$ cat src/rtl/sequential_alu.sv
// -----------------------------------------------------------------------------
// sequential_alu
//
// Execute-stage ALU driven by the 4-bit ALUOperation code from the ALU control
// decoder. Logic/arithmetic ops, LUI and JR complete on the cycle after start.
// SLL/SRL use an iterative one-bit-per-cycle shifter and hold busy high while
// shifting, so the core stalls until done.
//
// Build option:
//   SEQUENTIAL_ALU_BARREL_EN  - when defined, SLL/SRL use a combinational
//                               barrel shifter; every op is single-cycle and
//                               busy is tied low.
//
// Ports:
//   clk           in   rising-edge clock
//   reset         in   asynchronous, active-high reset
//   start         in   operation request, sampled only in IDLE
//   ALUOperation  in   [3:0] op code (see localparams below)
//   A             in   [DATA_WIDTH-1:0] operand rs
//   B             in   [DATA_WIDTH-1:0] operand rt / immediate
//   shamt         in   [SHAMT_WIDTH-1:0] shift amount
//   busy          out  high while an iterative shift is in progress
//   done          out  one-cycle pulse, result valid
//   ALUResult     out  [DATA_WIDTH-1:0] registered result, held until next done
//   Zero          out  registered (ALUResult == 0)
//   Error         out  registered, high with done for an invalid op code
//
// state | meaning
// ------+---------------------------------------------------------------
// IDLE  | waiting for start; single-cycle ops complete from here
// SHIFT | iterative SLL/SRL, one bit per clock until cnt reaches zero
// -----------------------------------------------------------------------------
module sequential_alu #(
  parameter int DATA_WIDTH  = 32,
  parameter int SHAMT_WIDTH = 5
) (
  input  logic                   clk,
  input  logic                   reset,
  input  logic                   start,
  input  logic [3:0]             ALUOperation,
  input  logic [DATA_WIDTH-1:0]  A,
  input  logic [DATA_WIDTH-1:0]  B,
  input  logic [SHAMT_WIDTH-1:0] shamt,
  output logic                   busy,
  output logic                   done,
  output logic [DATA_WIDTH-1:0]  ALUResult,
  output logic                   Zero,
  output logic                   Error
);

  localparam logic [3:0] OP_AND = 4'b0000;
  localparam logic [3:0] OP_OR  = 4'b0001;
  localparam logic [3:0] OP_NOR = 4'b0010;
  localparam logic [3:0] OP_ADD = 4'b0011;
  localparam logic [3:0] OP_SUB = 4'b0100;
  localparam logic [3:0] OP_SLL = 4'b0101;
  localparam logic [3:0] OP_SRL = 4'b0110;
  localparam logic [3:0] OP_LUI = 4'b0111;
  localparam logic [3:0] OP_JR  = 4'b1111;

  typedef enum logic {
    IDLE  = 1'b0,
    SHIFT = 1'b1
  } state_t;

  state_t                 state_q, state_d;
  logic [DATA_WIDTH-1:0]  shreg_q, shreg_d;
  logic [SHAMT_WIDTH-1:0] cnt_q, cnt_d;
  logic                   left_q, left_d;
  logic [DATA_WIDTH-1:0]  result_q, result_d;
  logic                   zero_q, zero_d;
  logic                   error_q, error_d;
  logic                   done_q, done_d;

  logic [DATA_WIDTH-1:0]  single_res;
  logic                   single_err;
  logic                   is_shift_op;
  logic                   start_iter;
  logic [DATA_WIDTH-1:0]  shreg_step;

  assign is_shift_op = (ALUOperation == OP_SLL) || (ALUOperation == OP_SRL);

`ifdef SEQUENTIAL_ALU_BARREL_EN
  assign start_iter = 1'b0;
  assign busy       = 1'b0;
`else
  // A zero shift amount has nothing to iterate, so it takes the single-cycle path.
  assign start_iter = is_shift_op && (shamt != '0);
  assign busy       = (state_q == SHIFT);
`endif

  // Result of every op that completes directly from IDLE.
  always_comb begin
    single_res = '0;
    single_err = 1'b0;
    case (ALUOperation)
      OP_AND: single_res = A & B;
      OP_OR:  single_res = A | B;
      OP_NOR: single_res = ~(A | B);
      OP_ADD: single_res = A + B;
      OP_SUB: single_res = A - B;
`ifdef SEQUENTIAL_ALU_BARREL_EN
      OP_SLL: single_res = B << shamt;
      OP_SRL: single_res = B >> shamt;
`else
      // Only reached with shamt == 0 here; nonzero amounts go to SHIFT.
      OP_SLL: single_res = B;
      OP_SRL: single_res = B;
`endif
      OP_LUI: single_res = {B[15:0], {(DATA_WIDTH-16){1'b0}}};
      OP_JR:  single_res = A;
      default: begin
        single_res = '0;
        single_err = 1'b1;
      end
    endcase
  end

  assign shreg_step = left_q ? {shreg_q[DATA_WIDTH-2:0], 1'b0}
                             : {1'b0, shreg_q[DATA_WIDTH-1:1]};

  always_ff @(posedge clk or posedge reset) begin
    if (reset) begin
      state_q  <= IDLE;
      shreg_q  <= '0;
      cnt_q    <= '0;
      left_q   <= 1'b0;
      result_q <= '0;
      zero_q   <= 1'b1;
      error_q  <= 1'b0;
      done_q   <= 1'b0;
    end else begin
      state_q  <= state_d;
      shreg_q  <= shreg_d;
      cnt_q    <= cnt_d;
      left_q   <= left_d;
      result_q <= result_d;
      zero_q   <= zero_d;
      error_q  <= error_d;
      done_q   <= done_d;
    end
  end

  always_comb begin
    state_d  = state_q;
    shreg_d  = shreg_q;
    cnt_d    = cnt_q;
    left_d   = left_q;
    result_d = result_q;
    zero_d   = zero_q;
    error_d  = error_q;
    done_d   = 1'b0;
    case (state_q)
      IDLE: begin
        if (start) begin
          if (start_iter) begin
            // Operands are captured here; later changes on A/B/op are ignored.
            shreg_d = B;
            cnt_d   = shamt;
            left_d  = (ALUOperation == OP_SLL);
            state_d = SHIFT;
          end else begin
            result_d = single_res;
            zero_d   = (single_res == '0);
            error_d  = single_err;
            done_d   = 1'b1;
          end
        end
      end
      SHIFT: begin
        // start is not sampled here, so requests during a shift are dropped.
        shreg_d = shreg_step;
        cnt_d   = cnt_q - SHAMT_WIDTH'(1);
        if (cnt_q == SHAMT_WIDTH'(1)) begin
          result_d = shreg_step;
          zero_d   = (shreg_step == '0);
          error_d  = 1'b0;
          done_d   = 1'b1;
          state_d  = IDLE;
        end
      end
      default: state_d = IDLE;
    endcase
  end

  assign done      = done_q;
  assign ALUResult = result_q;
  assign Zero      = zero_q;
  assign Error     = error_q;

endmodule

$ cat config.mk
export PLATFORM = sky130hd
export DESIGN_NAME = sequential_alu
export DESIGN_NICKNAME = d
export VERILOG_FILES = /design/src/rtl/sequential_alu.sv
export SDC_FILE = /design/constraint.sdc
export NUM_CORES = 1
export LEC_CHECK = 0
export ABC_AREA = 1
export BUFFER_PORTS_ARGS = -buffer_cell sky130_fd_sc_hd__buf_2
export CORE_UTILIZATION = 50
export CTS_CLUSTER_SIZE = 10
export DETAILED_ROUTE_END_ITERATION = 12
export PLACE_DENSITY = 0.74
export SLEW_MARGIN = 15
export SYNTH_ARGS = -nofsm -noshare
export SYNTH_HDL_FRONTEND = slang
export SYNTH_SLANG_ARGS = --single-unit
$ cat constraint.sdc
create_clock -name clk -period 3 [get_ports clk]
set_clock_uncertainty 0.15 [all_clocks]
set_input_delay 0.75 -clock clk [delete_from_list [all_inputs] [get_ports clk]]
set_output_delay 0.75 -clock clk [all_outputs]
set_load 0.01 [all_outputs]
# After elaboration in Yosys (flattened, before gate mapping)
# Index checks and enable logic that the tools add are counted.
word_totals:
  register_bits: 74
  out_inout_bits: 36
op_classes:
  n_eq_ne: 13
  n_reduce_logical: 11
  add_sub_neg: 3
  bitwise: 4
  n_mux: 29
ops:
  columns: ["op", "count"]
  rows:
  - ["case mux 32 bit (8 select lines)", 1]
  - ["2-to-1 mux 32 bit", 6]
  - ["case mux 32 bit (2 select lines)", 2]
  - ["zero test 32 bit", 2]
  - ["adder 32 bit", 1]
  - ["bitwise AND 32 bit", 1]
  - ["NOT 32 bit", 1]
  - ["OR 32 bit", 1]
  - ["subtractor 32 bit", 1]
  - ["== test 4 x 3 -> 1 bit (second input constant)", 4]
  - ["2-to-1 mux 1 bit", 13]
  - ["2-to-1 mux 5 bit", 2]
  - ["case mux 5 bit (2 select lines)", 1]
  - ["OR reduction 9 bit", 1]
  - ["== test 4 x 2 -> 1 bit (second input constant)", 2]
  - ["case mux 1 bit (2 select lines)", 4]
  - ["!= test 2 bit (second input constant)", 3]
  - ["AND reduction 3 bit", 2]
  - ["== test 5 x 1 -> 1 bit (second input constant)", 1]
  - ["nonzero test 5 bit", 1]
  - ["subtractor 5 x 1 -> 5 bit (second input constant)", 1]
  - ["== test 4 x 1 -> 1 bit (second input constant)", 1]
  - ["== test 4 bit (second input constant)", 1]
  - ["zero test 4 bit", 1]
  - ["6 further kinds", 6]

# Depth between registers and ports, before layout
depth:
  word_depth: 7
  ltp_mapped: 31
  mapped_depth_nobuf: 31

# Least setup slack after synthesis
# No wires, ideal clock.
synth_timing:
  path_kind: "input to register"
  start: "in B[0]"
  end: "reg zero_q (netlist: Zero)"
  t_arrival_ps: 3729
  path_buffers: 0
  slack_ps: -947
  path_stages: 31
  path_cell_list: "inv_1 > ha_1 > inv_1 > nor3_4 > nand3_2 > nor3_2 > nand3_2 > nor2_4 > nand3_2 > nor2_4 > nor2_2 > nor2_2 > o21ai_2 > xor2_1 > ha_1 > nand2_1 > nor2_1 > nand2_1 > inv_1 > nand2_1 > nand2_1 > inv_1 > nand2_1 > nand2_1 > nand3_1 > nand2_1 > nor2_1 > nand2_1 > nor2_1 > nand2_1 > a21oi_2"
synth_via:
  elab_chain_len: 7
  elab_cells_between_ends: 10
  classes_between: "2 x add/sub; 4 x mux; 3 x bitwise; 1 x reduce/logical"
synth_rtl:
  columns: ["item", "line", "text"]
  rows:
  - ["start: declaration", "42", "input logic [DATA_WIDTH-1:0] B,"]
  - ["parallel branches: the longest is 2 deep, another holds subtractor 32 bit", null, null]
  - ["case mux 32 bit (8 select lines) (*)", "96", "case (ALUOperation)"]
  - ["zero test 32 bit (*)", "164", "zero_d = (single_res == '0);"]
  - ["2-to-1 mux 1 bit (*)", "156", "if (start_iter) begin"]
  - ["2-to-1 mux 1 bit (*)", "155", "if (start) begin"]
  - ["case mux 1 bit (2 select lines) (*)", "153", "case (state_q)"]
  - ["end signal: assignment", "138", "zero_q <= zero_d;"]
  - ["end: declaration", "71", "logic zero_q, zero_d;"]
# Every way passes the cells marked *. The select of a mux whose other input is x is not followed.
# A chain may end at the register's enable or synchronous reset.

# Final worst setup path
# Ends and elaborated chain as after synthesis.

==> impl.org <==
** Placed design
- Once placement finished, the instance area stood at 11300 µm².
- Port buffering added 111 buffers.
- OpenSTA, run right after detailed placement, puts the worst setup slack at -1440 ps.
- Final RePlAce weighted congestion :: 0.985
- Placed instance count :: 1978
- Summed over all nets, the half-perimeter wirelength after detailed placement is 27200 µm.

** Finish
- Number of nets in the layout :: 1917
- Ant. Diodes :: 0
- In the final layout, the share of cells above drive strength 1 is 0.399.
- Final std cells w/o fill :: 2028
- Measured on the finished design, the core utilization comes to 0.780.
- The area growth from synthesis to layout is 50.3%.
- After routing the design area is 13100 µm².
- Most frequent standard cell in the layout excluding fill and tap cells :: sky130_fd_sc_hd__nand2_1
- Most frequent cells in the layout :: 307 x sky130_fd_sc_hd__nand2_1, 223 x sky130_fd_sc_hd__buf_4, 201 x sky130_fd_sc_hd__inv_1

** Route
- Vias :: 11500
- In the final routing, the length of wire on met1 measures 14700 µm.
- First-iteration detailed-routing DRC count :: 873
- In this run the remaining antenna-violating nets after routing total 0.
- Remaining routing DRC violations :: 0
- In the final routed layout, each cell accounts on average for 18.0 µm.
- Met2 Routed Length :: 16900 µm
- Detailed routing placed a total of 3190 µm of wire on met3.
- Overall routed net length :: 36500 µm
- Top routing layer in use :: met4
- Via density :: 5.67
- Number of iterations in the first detailed-routing pass :: 5

** STA
- Tightest slew margin relative to the limit :: 0.568
- Final Hold Viols :: 0
- Final setup violation count :: 26
- Slew Viols, Final :: 0
- Shortest clock period the worst path allows after layout :: 4060 ps
- Tightest Pin Transition :: 647 ps
- In the post-route analysis, the smallest setup slack over all paths is -1060 ps.
- Setup repair after global routing missed its margin :: yes
- Final period utilization :: 1.35
- Max Freq :: 246 MHz
- Adding up every negative setup slack in the final design gives -19420 ps.
- Final hold slack :: 284 ps

** Setup path
- Among all stages on the critical path, the largest delay is contributed by sky130_fd_sc_hd__ha_1.
- In this run the critical register-to-register path is captured at shreg_q[22]$_DFFE_PP0P_.
- Type of the setup path with the least slack :: primary input to register
- In this run the worst path has a maximum fanout of 3.
- Startpoint class of the critical path :: primary input
- In this run the register-to-register setup slack is 750 ps.
- The startpoint identified for the worst register-to-register timing path is busy$_DFF_PP0_.
- Crit path arrival time :: 4170 ps
- On the worst path, the slowest cell contributes a delay of 360 ps.
- STA classifies the critical path endpoint as a register.
- Worst Path Required :: 3110 ps
- Path depth of the worst reg2reg path :: 5
- Library cell appearing most often on the critical path :: sky130_fd_sc_hd__nand3_2

** CTS
- The number of hold buffers added after CTS was 0.
- Maximum level of the CTS H-tree :: 3
- The root buffer cell chosen for the clock tree is sky130_fd_sc_hd__clkbuf_16.
- For the worst-skew pair, the clock arrives at the later sink with an insertion delay of 330 ps.
- Clock buffer count from CTS :: 9
- TritonCTS built the clock tree.
- Clock-pin slew on the worst setup and hold paths :: 60 ps
- Maximum buffer depth of the clock tree :: 2
- The tree built by TritonCTS fans out to 74 sinks.

** Job
- The tool flagged a number of max-cap violations equal to 0.

** Die
- Die outline area :: 17900 µm²
- Starting Density :: 0.519
- Die extent in x :: 134 µm
- Die boundary height :: 134 µm
- Row generation in the floorplan step produced 47 rows.
- Area of the placeable core :: 16800 µm²
- In this run the count of I/O pins placed on the die edge is 112.

** Logic synthesis
- In this run, distinct cell masters in the synthesized netlist total 46.
- Of the total synthesized cell area, the portion taken by AND, OR, NAND and NOR gates is 0.389.
- Measured against the total synthesized area, the mux share comes to 0.
- The Yosys step of the flow raised 0 warnings.
- Summing every instance area after synthesis gives 8690 µm².
- Post-synth net total :: 1587
- Arithmetic-cell share of the synthesized area counting full adders, half adders and majority gates :: 0.0541
- Xor/xnor cell area share of the yosys netlist :: 0.0292
- Mean post-synth cell area :: 5.90 µm²
- Number of enable flip-flop cells after synthesis :: 0
- In the synthesized netlist the dominant register cell turns out to be sky130_fd_sc_hd__dfrtp_1.
- In the synthesized netlist, the number of instances is 1474.
- Sequential cell area fraction in the yosys report :: 0.213
- For this run, asynchronously set or reset flops after synthesis account for 1.00.
- Count of state elements after synthesis :: 74
- After synthesis, the largest family of logic cells by area is simple AND/OR/NAND/NOR gates.
- The complex-gate fraction of the synthesized area was 0.177.

** Pwr
- Peak supply drop :: 0.618 mV
- For this design the ratio of total power to cell area is 549 nW/µm².
- Final total power :: 7.17 mW
- Summed over all cells, the static leakage comes to 6.72 nW.

** Global routing
- Vias in the first global route :: 10600
- Wire length of the first global-routing pass :: 54000 µm
- Entering global routing, the biggest net connects 62 pins.
- The initial antenna violation count is 0.
- GRT Util Overall :: 0.386
- Remaining global-route overflow :: 0

** Run status
- Violated checks :: setup timing
- Outcome :: complete, but fails checks

** Worst hold path
- Hold/Removal Path Class :: primary input to async pin
==> layout make-up <==
cell class / instances / area [µm²]
Clock inverter: 3 / 40.0
Inverter: 243 / 953
Clock buffer: 12 / 246
Timing Repair Buffer: 371 / 2720
Sequential cell: 74 / 1850
Tap cell: 220 / 275
Fill cell: 1247 / 3690
Multi-Input combinational cell: 1105 / 6980
==> how the worst max path moves through the flow <==
| stage | slack [ps] | start | cells past startpoint | endpoint |
|---|---|---|---|---|
| floorplan | -800 | B[0] | 30 | Zero$_DFFE_PP1P_ |
| global placement | -1370 | B[0] | 29 | Zero$_DFFE_PP1P_ |
| detailed placement | -1440 | B[0] | 29 | Zero$_DFFE_PP1P_ |
| CTS | -950 | B[0] | 31 | Zero$_DFFE_PP1P_ |
| global route | -1260 | B[0] | 32 | Zero$_DFFE_PP1P_ |
| finish | -1060 | B[0] | 29 | Zero$_DFFE_PP1P_ |
==> kinds of logic after synthesis <==
kind of cell,after synthesis
XOR/XNOR,29
AND/OR/NAND/NOR,790
AO/OA/AOI/OAI,249
adder cells (fa/ha/maj),37
buffers and inverters,295
flip-flops,74
==> worst max-delay path: cells and delay by family <==
kind | cells | cell delay [ps]
adders and majority gates | 2 | 490
and+or+nand+nor | 17 | 1830
AOI/OAI and AO/OA | 2 | 230
buffers and inverters | 7 | 750
xor gates and xnor gates | 1 | 100
==> state kept, by name (all words and copies together), names as in the netlist <==
register,flops
cnt_q,5
ALUResult,32
Error,1
busy,1
done,1
left_q,1
shreg_q,32
Zero,1
==> cell usage after synthesis, types with 3 or more instances <==
cell type                   number  area share
sky130_fd_sc_hd__a21boi_0        3      0.0026
sky130_fd_sc_hd__a21oi_1        47       0.027
sky130_fd_sc_hd__a31oi_1        33       0.024
sky130_fd_sc_hd__buf_2          17      0.0098
sky130_fd_sc_hd__buf_6           9       0.012
sky130_fd_sc_hd__clkbuf_1       25       0.011
sky130_fd_sc_hd__dfrtp_1        73        0.21
sky130_fd_sc_hd__ha_1           36       0.052
sky130_fd_sc_hd__inv_1         239        0.10
sky130_fd_sc_hd__inv_2           4      0.0017
sky130_fd_sc_hd__nand2_1       446        0.19
sky130_fd_sc_hd__nand2_2         3      0.0022
sky130_fd_sc_hd__nand3_1       103       0.059
sky130_fd_sc_hd__nand3_2         4      0.0046
sky130_fd_sc_hd__nand3b_1       14       0.012
sky130_fd_sc_hd__nand4_1        13      0.0094
sky130_fd_sc_hd__nor2_1        152       0.066
sky130_fd_sc_hd__nor2_2          5      0.0036
sky130_fd_sc_hd__nor2_4          3      0.0039
sky130_fd_sc_hd__nor3_1         11      0.0063
sky130_fd_sc_hd__nor4_1          6      0.0043
sky130_fd_sc_hd__o2111ai_1      11       0.011
sky130_fd_sc_hd__o211ai_1       10      0.0086
sky130_fd_sc_hd__o21ai_0        89       0.051
sky130_fd_sc_hd__o21ai_1         4      0.0023
sky130_fd_sc_hd__o21ai_2         3      0.0030
sky130_fd_sc_hd__o221ai_1       30       0.030
sky130_fd_sc_hd__o22ai_1         3      0.0022
sky130_fd_sc_hd__o31ai_1         4      0.0035
sky130_fd_sc_hd__or2_2          23       0.017
sky130_fd_sc_hd__xor2_1         29       0.029
==> routing by layer <==
| layer | vias up | global-route usage |
|---|---|---|
| met5 | - | 0 |
| met4 | 0 | 0.182 |
| met3 | 113 | 0.0431 |
| met2 | 641 | 0.632 |
| met1 | 5310 | 0.509 |
| li1 | 5434 | - |
==> what timing repair did <==
item,in CTS,in global routing
endpoints found under the setup margin,28,31
buffers inserted,20,25
gates resized for setup,172,187
gates cloned,0,0
pin swaps,69,111
==> where the power goes <==
part | leakage (nW) | total (mW) | switching (mW) | internal (mW)
Clock | 0.142 | 1.04 | 0.382 | 0.659
Sequential | 0.879 | 1.80 | 0.281 | 1.52
Combinational | 5.70 | 4.33 | 2.58 | 1.76
Total | 6.72 | 7.17 | 3.24 | 3.93
No activity file was read; power rests on OpenSTA's default activity.
